$ cat src/rtl/serial_stim_ctrl_if.sv
// Control/monitor bundle between a run source and the serial stimulus sequencer.
// master = run source and datapath side, slave = sequencer.
interface serial_stim_ctrl_if #(
    parameter int LEN_W = 8,
    parameter int REP_W = 4,
    parameter int CNT_W = 8
);
    logic             start;
    logic             abort;
    logic [LEN_W-1:0] lo_len;
    logic [LEN_W-1:0] hi_len;
    logic [REP_W-1:0] reps;
    logic [3:0]       r;
    logic             a;
    logic             busy;
    logic             done;
    logic             zero_evt;
    logic [CNT_W-1:0] zero_cnt;

    modport master (
        output start, abort, lo_len, hi_len, reps, r,
        input  a, busy, done, zero_evt, zero_cnt
    );

    modport slave (
        input  start, abort, lo_len, hi_len, reps, r,
        output a, busy, done, zero_evt, zero_cnt
    );
endinterface

$ cat src/rtl/serial_stim_ctrl.sv
// Serial burst sequencer: drives 'a' low/high for programmed phase lengths, counts r->0 events.
// Latency: first 'a' change lo cycles after the start-accept edge; all outputs registered.
// Backpressure: none; start is ignored while busy, abort ends a run on the next edge.
module serial_stim_ctrl #(
    parameter int LEN_W = 8,
    parameter int REP_W = 4,
    parameter int CNT_W = 8
) (
    input  logic                clk,
    input  logic                resetn,
    serial_stim_ctrl_if.slave   bus
);
    typedef enum logic [1:0] {S_IDLE, S_LOW, S_HIGH, S_TAIL} state_t;

    state_t           state_q, state_d;
    logic [LEN_W-1:0] cnt_q, cnt_d;
    logic [LEN_W-1:0] lo_q, lo_d;
    logic [LEN_W-1:0] hi_q, hi_d;
    logic [REP_W-1:0] rep_q, rep_d;
    logic             a_q, a_d;
    logic             busy_q, busy_d;
    logic             done_q, done_d;
    logic             zero_evt_q, zero_evt_d;
    logic [CNT_W-1:0] zero_cnt_q, zero_cnt_d;
    logic [3:0]       r_d_q, r_d_d;

    logic [LEN_W-1:0] lo_eff, hi_eff;
    logic [REP_W-1:0] reps_eff;
    logic             run_clr;

    // Zero lengths/counts behave as one so a run always makes progress.
    assign lo_eff   = (bus.lo_len == '0) ? LEN_W'(1) : bus.lo_len;
    assign hi_eff   = (bus.hi_len == '0) ? LEN_W'(1) : bus.hi_len;
    assign reps_eff = (bus.reps   == '0) ? REP_W'(1) : bus.reps;

    always_comb begin
        state_d    = state_q;
        cnt_d      = cnt_q;
        lo_d       = lo_q;
        hi_d       = hi_q;
        rep_d      = rep_q;
        a_d        = a_q;
        busy_d     = busy_q;
        done_d     = 1'b0;
        run_clr    = 1'b0;
        r_d_d      = bus.r;
        zero_evt_d = (bus.r == 4'h0) && (r_d_q != 4'h0);

        if (state_q != S_IDLE && bus.abort) begin
            state_d = S_IDLE;
            a_d     = 1'b0;
            busy_d  = 1'b0;
        end else begin
            case (state_q)
                S_IDLE: begin
                    a_d = 1'b0;
                    if (bus.start && !bus.abort) begin
                        lo_d    = lo_eff;
                        hi_d    = hi_eff;
                        rep_d   = reps_eff;
                        cnt_d   = lo_eff - LEN_W'(1);
                        busy_d  = 1'b1;
                        run_clr = 1'b1;
                        state_d = S_LOW;
                    end
                end
                S_LOW: begin
                    if (cnt_q == '0) begin
                        a_d     = 1'b1;
                        cnt_d   = hi_q - LEN_W'(1);
                        state_d = S_HIGH;
                    end else begin
                        cnt_d = cnt_q - LEN_W'(1);
                    end
                end
                S_HIGH: begin
                    if (cnt_q == '0) begin
                        a_d   = 1'b0;
                        cnt_d = lo_q - LEN_W'(1);
                        if (rep_q == REP_W'(1)) begin
                            state_d = S_TAIL;
                        end else begin
                            rep_d   = rep_q - REP_W'(1);
                            state_d = S_LOW;
                        end
                    end else begin
                        cnt_d = cnt_q - LEN_W'(1);
                    end
                end
                default: begin
                    if (cnt_q == '0) begin
                        busy_d  = 1'b0;
                        done_d  = 1'b1;
                        state_d = S_IDLE;
                    end else begin
                        cnt_d = cnt_q - LEN_W'(1);
                    end
                end
            endcase
        end

        // Counting is gated by busy after this edge, so events on the done or abort edge are dropped.
        if (run_clr) begin
            zero_cnt_d = '0;
        end else if (zero_evt_d && busy_d && (zero_cnt_q != '1)) begin
            zero_cnt_d = zero_cnt_q + CNT_W'(1);
        end else begin
            zero_cnt_d = zero_cnt_q;
        end
    end

    always_ff @(posedge clk or negedge resetn) begin
        if (!resetn) begin
            state_q    <= S_IDLE;
            cnt_q      <= '0;
            lo_q       <= LEN_W'(1);
            hi_q       <= LEN_W'(1);
            rep_q      <= REP_W'(1);
            a_q        <= 1'b0;
            busy_q     <= 1'b0;
            done_q     <= 1'b0;
            zero_evt_q <= 1'b0;
            zero_cnt_q <= '0;
            r_d_q      <= 4'hF;
        end else begin
            state_q    <= state_d;
            cnt_q      <= cnt_d;
            lo_q       <= lo_d;
            hi_q       <= hi_d;
            rep_q      <= rep_d;
            a_q        <= a_d;
            busy_q     <= busy_d;
            done_q     <= done_d;
            zero_evt_q <= zero_evt_d;
            zero_cnt_q <= zero_cnt_d;
            r_d_q      <= r_d_d;
        end
    end

    assign bus.a        = a_q;
    assign bus.busy     = busy_q;
    assign bus.done     = done_q;
    assign bus.zero_evt = zero_evt_q;
    assign bus.zero_cnt = zero_cnt_q;
endmodule
$ cat src/flat_wrapper.sv
// flat-port wrapper written by rule: the top's interface ports become plain ports
module serial_stim_ctrl_flat 
#(
    parameter int LEN_W = 8,
    parameter int REP_W = 4,
    parameter int CNT_W = 8
)
  (clk, resetn, bus_start, bus_abort, bus_lo_len, bus_hi_len, bus_reps, bus_r, bus_a, bus_busy, bus_done, bus_zero_evt, bus_zero_cnt);
  serial_stim_ctrl_if #(.LEN_W(LEN_W), .REP_W(REP_W), .CNT_W(CNT_W)) bus_i ();
  input  logic clk;
  input  logic resetn;
  input wire logic [$bits(bus_i.start)-1:0] bus_start;
  input wire logic [$bits(bus_i.abort)-1:0] bus_abort;
  input wire logic [$bits(bus_i.lo_len)-1:0] bus_lo_len;
  input wire logic [$bits(bus_i.hi_len)-1:0] bus_hi_len;
  input wire logic [$bits(bus_i.reps)-1:0] bus_reps;
  input wire logic [$bits(bus_i.r)-1:0] bus_r;
  output wire logic [$bits(bus_i.a)-1:0] bus_a;
  output wire logic [$bits(bus_i.busy)-1:0] bus_busy;
  output wire logic [$bits(bus_i.done)-1:0] bus_done;
  output wire logic [$bits(bus_i.zero_evt)-1:0] bus_zero_evt;
  output wire logic [$bits(bus_i.zero_cnt)-1:0] bus_zero_cnt;
  assign bus_i.start = bus_start;
  assign bus_i.abort = bus_abort;
  assign bus_i.lo_len = bus_lo_len;
  assign bus_i.hi_len = bus_hi_len;
  assign bus_i.reps = bus_reps;
  assign bus_i.r = bus_r;
  assign bus_a = bus_i.a;
  assign bus_busy = bus_i.busy;
  assign bus_done = bus_i.done;
  assign bus_zero_evt = bus_i.zero_evt;
  assign bus_zero_cnt = bus_i.zero_cnt;
  serial_stim_ctrl #(.LEN_W(LEN_W), .REP_W(REP_W), .CNT_W(CNT_W)) u_core (.clk(clk), .resetn(resetn), .bus(bus_i));
endmodule
$ cat config.mk
export PLATFORM = sky130hd
export DESIGN_NAME = serial_stim_ctrl_flat
export DESIGN_NICKNAME = d
export VERILOG_FILES = /design/src/rtl/serial_stim_ctrl_if.sv /design/src/rtl/serial_stim_ctrl.sv /design/src/flat_wrapper.sv
export SDC_FILE = /design/constraint.sdc
export NUM_CORES = 1
export LEC_CHECK = 0
export CAP_MARGIN = 20
export CORE_UTILIZATION = 55
export DETAILED_ROUTE_END_ITERATION = 10
export PLACE_DENSITY = 0.8
export SKIP_CTS_REPAIR_TIMING = 1
export SLEW_MARGIN = 30
export SYNTH_ARGS = -nofsm -noshare
export SYNTH_HDL_FRONTEND = slang
export SYNTH_SLANG_ARGS = --single-unit
$ cat constraint.sdc
create_clock -name clk -period 2.48 [get_ports clk]
set_input_delay 0.744 -clock clk [delete_from_list [all_inputs] [get_ports clk]]
set_output_delay 0.744 -clock clk [all_outputs]
set_load 0.01 [all_outputs]
# Word-level counts from Yosys, hierarchy flattened
# Cells that the tools add are included.
# word_totals
ff_bits	46
inputBits	28
elab_cells	89
out_inout_bits	12
# classes
n_bitwise	1
reduce_logical	25
eq_ne	11
muxes	35
n_addsub	6
# ops
cell	n
8-bit 2-to-1 mux	8
8-bit by 1-bit subtractor with 8-bit output, second input constant	4
8-bit zero test	3
8-bit one-hot mux with 3 select lines	1
4-bit 2-to-1 mux	4
1-bit 2-to-1 mux	12
2-bit 2-to-1 mux	6
3-bit by 1-bit inequality test with 1-bit output, second input constant	3
3-bit AND reduction	3
8-bit by 1-bit adder with 8-bit output, second input constant	1
4-bit zero test	2
8-bit inequality test, second input constant	1
4-bit one-hot mux with 2 select lines	1
4-bit nonzero test	2
2-bit one-hot mux with 3 select lines	1
2-bit nonzero test	3
1-bit logical AND	5
5-bit AND reduction	1
4-bit by 1-bit == test with 1-bit output, second input constant	1
2-bit by 1-bit inequality test with 1-bit output, second input constant	2
4-bit inequality test, second input constant	1
4-bit AND reduction	1
4-bit by 1-bit subtractor with 4-bit output, second input constant	1
1-bit one-hot mux with 3 select lines	1
other kinds (10)	10

# Longest topological paths before layout
# logic_depth
depth_word	9
ltp_mapped	9
ltp_nobuf	8

# Worst setup path after synthesis
# OpenSTA, ideal clock, no wires.
# synth_path
path_type	input-to-reg
from	in bus_lo_len[3]
to	reg u_core.cnt_q[5]
slack_ns	0.287
n_path_buf	1
stages	6
arrival_time_ns	2.113
cell_sequence	or4_1 -> clkbuf_2 -> or4_1 -> a21oi_1 -> o21ai_1 -> o211ai_2
# synth_via
elab_chain_cells	5
# synth_lines
element	line_no	source
start, declared	flat_wrapper.sv:14	input wire logic [$bits(bus_i.lo_len)-1:0] bus_lo_len;
8-bit zero test	serial_stim_ctrl.sv:32	assign lo_eff = (bus.lo_len == '0) ? LEN_W'(1) : bus.lo_len;
8-bit 2-to-1 mux (*)	serial_stim_ctrl.sv:32	
8-bit by 1-bit subtractor with 8-bit output (*)	serial_stim_ctrl.sv:61	cnt_d = lo_eff - LEN_W'(1);
8-bit 2-to-1 mux (*)	serial_stim_ctrl.sv:57	if (bus.start && !bus.abort) begin
8-bit one-hot mux with 3 select lines (*)	serial_stim_ctrl.sv:54	case (state_q)
end signal, assigned	serial_stim_ctrl.sv:127	cnt_q <= cnt_d;
end, declared	serial_stim_ctrl.sv:16	logic [LEN_W-1:0] cnt_q, cnt_d;
# Mark *: on every way between the ends. The rest lies on a longest branch, timed or not. The select of a mux whose other input is x is not followed.
# A chain may end at the register's enable or synchronous reset.

# Worst setup path after layout
# layout_path
from	in bus_r[1]
to	reg u_core.zero_cnt_q[4] (netlist: u_core.bus.zero_cnt[4])
# layout_via
elab_chain_cells	5
# layout_lines
element	line_no	source
start, declared	flat_wrapper.sv:17	input wire logic [$bits(bus_i.r)-1:0] bus_r;
4-bit zero test	serial_stim_ctrl.sv:47	zero_evt_d = (bus.r == 4'h0) && (r_d_q != 4'h0);
1-bit logical AND	serial_stim_ctrl.sv:47	
1-bit logical AND (2 in a row)	serial_stim_ctrl.sv:105	end else if (zero_evt_d && busy_d && (zero_cnt_q != '1)) begin
2-bit nonzero test (no source line)	-	
end signal, assigned	serial_stim_ctrl.sv:135	zero_cnt_q <= zero_cnt_d;
end, declared	serial_stim_ctrl.sv:24	logic [CNT_W-1:0] zero_cnt_q, zero_cnt_d;
# No other way between the ends.

==> impl_metrics.toml <==
[power_and_ir_drop]
leakage_uw = 0.00155
p_clk_frac = 0.153
ir_worst_vdd_mv = 0.561
seqPwrFrac = 0.366
p_int_uw = 2200
switching_power_uw = 1540
sw_frac_of_total = 0.412
p_per_area_nw_per_um2 = 1000
combPwrFrac = 0.481

[cells_and_area]
fillers = 384
antennaDiodeCount = 0
multi_input_comb_area_um2 = 1620
area_growth_pct = 27.8
seq_area_um2 = 1160
fin_nets = 426
final_area_um2 = 3730
drive_above_1_share = 0.204
final_core_util = 0.731

[global_routing]
track_usage = 0.290
antenna_found_initial = 0
grt_pass1_vias = 2716
grt-ovfl-total = 0
grt_first_pass_wirelength_mm = 12.2
grt_max_degree = 47

[placed_design]
placed_area_um2 = 3620
io_buffer_count = 39
gp_congestion = 0.891
dpl.hpwl_mm = 5.53

[timing]
period_share = 0.938
hold_viol_final = 0
finClkSkew_ps = 8.29
tns_ps = 0
slew_headroom = 0.610
setup_viol = 0
rsz0062_at_grt = "no"
slew_viol_final = 0
tightest_slew_ps = 585
max_clock_freq_mhz = 430
min_period_ps = 2330

[yosys]
syn_inst = 311
asyncSetResetFlopFracSynth = 1.00
synthesis.nets = 351
synth_edf_count = 0
yosysSeqAreaShare = 0.397
syn_area_per_cell_um2 = 9.39
yosys_warnings = 0
synth_cell_types = 62
ys.flop_type = "dfrtp_1"
ys_ff_latch = 46
syn_area_um2 = 2920

[route]
wl_per_cell_um = 16.3
drtIter0Drc = 161
vias = 2740
via_per_inst = 6.00
wirelength_mm = 7.44
ant_nets = 0
first_pass_iters = 4
drc = 0

[outcome]
status = "complete, no violations"

[die]
io_pins = 40
die_h_um = 74.9
die_w_um = 74.9
rows = 26
start_util = 0.572
core_region_area_um2 = 5110
dieArea_um2 = 5610

[critical_path]
required_ps = 2710
arrival_ps = 2560
critical_path_class = "in2reg"
end_kind = "flip-flop"
cp.buffers_inverters = 1
worstPathCellList = "clkdlybuf4s50_1, nor4_1, o41ai_1, a31o_2, or4_1, a21oi_1"
cp_top_family = "simple AND/OR/NAND/NOR gates"
crit_path_max_incr_delay_ps = 470
start_kind = "input port"
worst_path_max_delay_cell = "or4_1"
path_max_fanout = 8

[hold_path]
hold_path.class = "in2async"

[cts]
cts_tree = "built"
cts_max_path_buffers = 2
cts-htree-levels = 2
clk-insertion-delay-late_ps = 300
cts_root_buffer = "clkbuf_8"
clkSlewWorstSetupHoldPaths_ps = 90
numCtsBuffers = 5
cts_num_sinks = 46

[job]
maxCapViolCount = 0
routing by layer:
layer	track usage	up-vias	wire, µm
met4	0.117	0	198
met3	0.0482	20	347
met1	0.357	1309	3150
met2	0.506	92	3740
li1	-	1319	-
met5	0	-	0
area by class of cell:
cell class                      count  share of cell area
Timing Repair Buffer               76               0.181
Tap cell                           70              0.0235
Sequential cell                    46               0.311
Clock buffer                        5              0.0184
Multi-Input combinational cell    237               0.434
Clock inverter                      3              0.0117
Inverter                           20              0.0201
kinds of logic after synthesis:
| kind of cell | synth area share |
|---|---|
| AOI/OAI and AO/OA | 0.207 |
| xor gates and xnor gates | 0.0360 |
| adders and majority gates | 0.0514 |
| buffers and inverters | 0.0488 |
| DFF | 0.397 |
| muxes | 0.0612 |
| and+or+nand+nor | 0.198 |
power groups by stage:
stage | Clock [µW] | Combinational [µW] | Sequential [µW]
after global routing | 611 | 1980 | 1410
final | 573 | 1800 | 1370
after floorplan | 0 | 1270 | 1290
after global placement | 0 | 1690 | 1350
after CTS | 584 | 1780 | 1360
after detailed placement | 0 | 1760 | 1370
sequential cells by signal (all words and copies together) (netlist names):
name and count:
u_core.bus.a 1, u_core.cnt_q 8, u_core.rep_q 4, u_core.bus.zero_cnt 8
u_core.bus.zero_evt 1, u_core.state_q 2, u_core.lo_q 8, u_core.hi_q 8
u_core.bus.busy 1, u_core.r_d_q 4, u_core.bus.done 1
cell usage in the layout (no fill, tap or decap), types with 3 or more instances in the layout:
cell type,netlist,final
xnor2_1,5,5
a22oi_1,4,4
nor3b_1,4,4
xor2_1,7,7
o21ai_1,3,3
clkbuf_8,2,5
ha_1,12,11
dfrtp_1,39,39
mux2_2,15,15
or4_1,10,10
o21ai_0,19,19
buf_4,0,36
o22ai_1,3,3
nor2_1,22,22
inv_1,18,18
a211oi_1,3,3
nand2_1,24,24
nor4_1,11,11
o41ai_1,3,3
nor3_1,12,12
a31oi_1,6,6
clkdlybuf4s50_1,0,38
or3_1,4,4
o31ai_1,5,5
a21oi_1,19,19
nand3_1,6,6
dfstp_2,7,7
cells in the mapped netlist, types with 2 or more instances:
cell | number | area, µm²
o21ai_0 | 19 | 95.1
dfrtp_1 | 39 | 976
nand3_1 | 6 | 30.0
o21a_1 | 2 | 15.0
xnor2_1 | 5 | 43.8
a22oi_1 | 4 | 30.0
a221o_1 | 2 | 20.0
a41o_1 | 2 | 20.0
a21oi_1 | 19 | 95.1
o22ai_1 | 3 | 18.8
o31ai_1 | 5 | 37.5
nand2_1 | 24 | 90.1
a21o_1 | 2 | 15.0
o221ai_1 | 2 | 17.5
dfstp_2 | 7 | 184
inv_1 | 18 | 67.6
nor4_1 | 11 | 68.8
buf_6 | 2 | 22.5
nand4_1 | 2 | 12.5
xor2_1 | 7 | 61.3
nor2_1 | 22 | 82.6
nor2b_1 | 2 | 12.5
a211oi_1 | 3 | 22.5
o211ai_1 | 2 | 15.0
nor3b_1 | 4 | 30.0
nand2b_1 | 2 | 12.5
a31oi_1 | 6 | 37.5
o41ai_1 | 3 | 26.3
o22a_1 | 2 | 17.5
mux2_2 | 15 | 169
ha_1 | 12 | 150
clkbuf_8 | 2 | 27.5
or3_1 | 4 | 25.0
nor3_1 | 12 | 60.1
or4_1 | 10 | 75.1
o21ai_1 | 3 | 15.0
metrics by stage:
| stage | hold WS [ps] | setup WS [ps] | std cells | power, µW |
|---|---|---|---|---|
| 5_1_grt | 559 | 13.1 | 457 | 4010 |
| 3_5_place_dp | 514 | -165 | 449 | 3120 |
| 6_report | 510 | 154 | 457 | 3740 |
| 4_1_cts | 525 | 120 | 457 | 3720 |
| 3_3_place_gp | 497 | -129 | 449 | 3030 |
| 2_1_floorplan | 448 | 287 | 311 | 2560 |
worst register-to-register path, cell delays in order, from the launching register on:
cell,delay (ps)
dfrtp_1,450
inv_1,160
ha_2,350
o21ai_0,140
a32o_1,390
or4_1,530
a21oi_1,170
final timing paths:
check / cells past startpoint / end / start / slack [ps]
worst max-delay path: 6 / u_core.bus.zero_cnt[4] / bus_r[1] / 150
worst max register to register: 6 / u_core.bus.zero_cnt[4] / u_core.state_q[0] / 220
max in group asynchronous: 2 / u_core.cnt_q[6] / resetn / 1570
worst min register to register: 2 / u_core.rep_q[0] / u_core.rep_q[0] / 530
worst min-delay path: 2 / u_core.bus.zero_cnt[5] / resetn / 510
min in group clk: 2 / u_core.rep_q[0] / u_core.rep_q[0] / 530
Power figures use the tool's default switching activity.
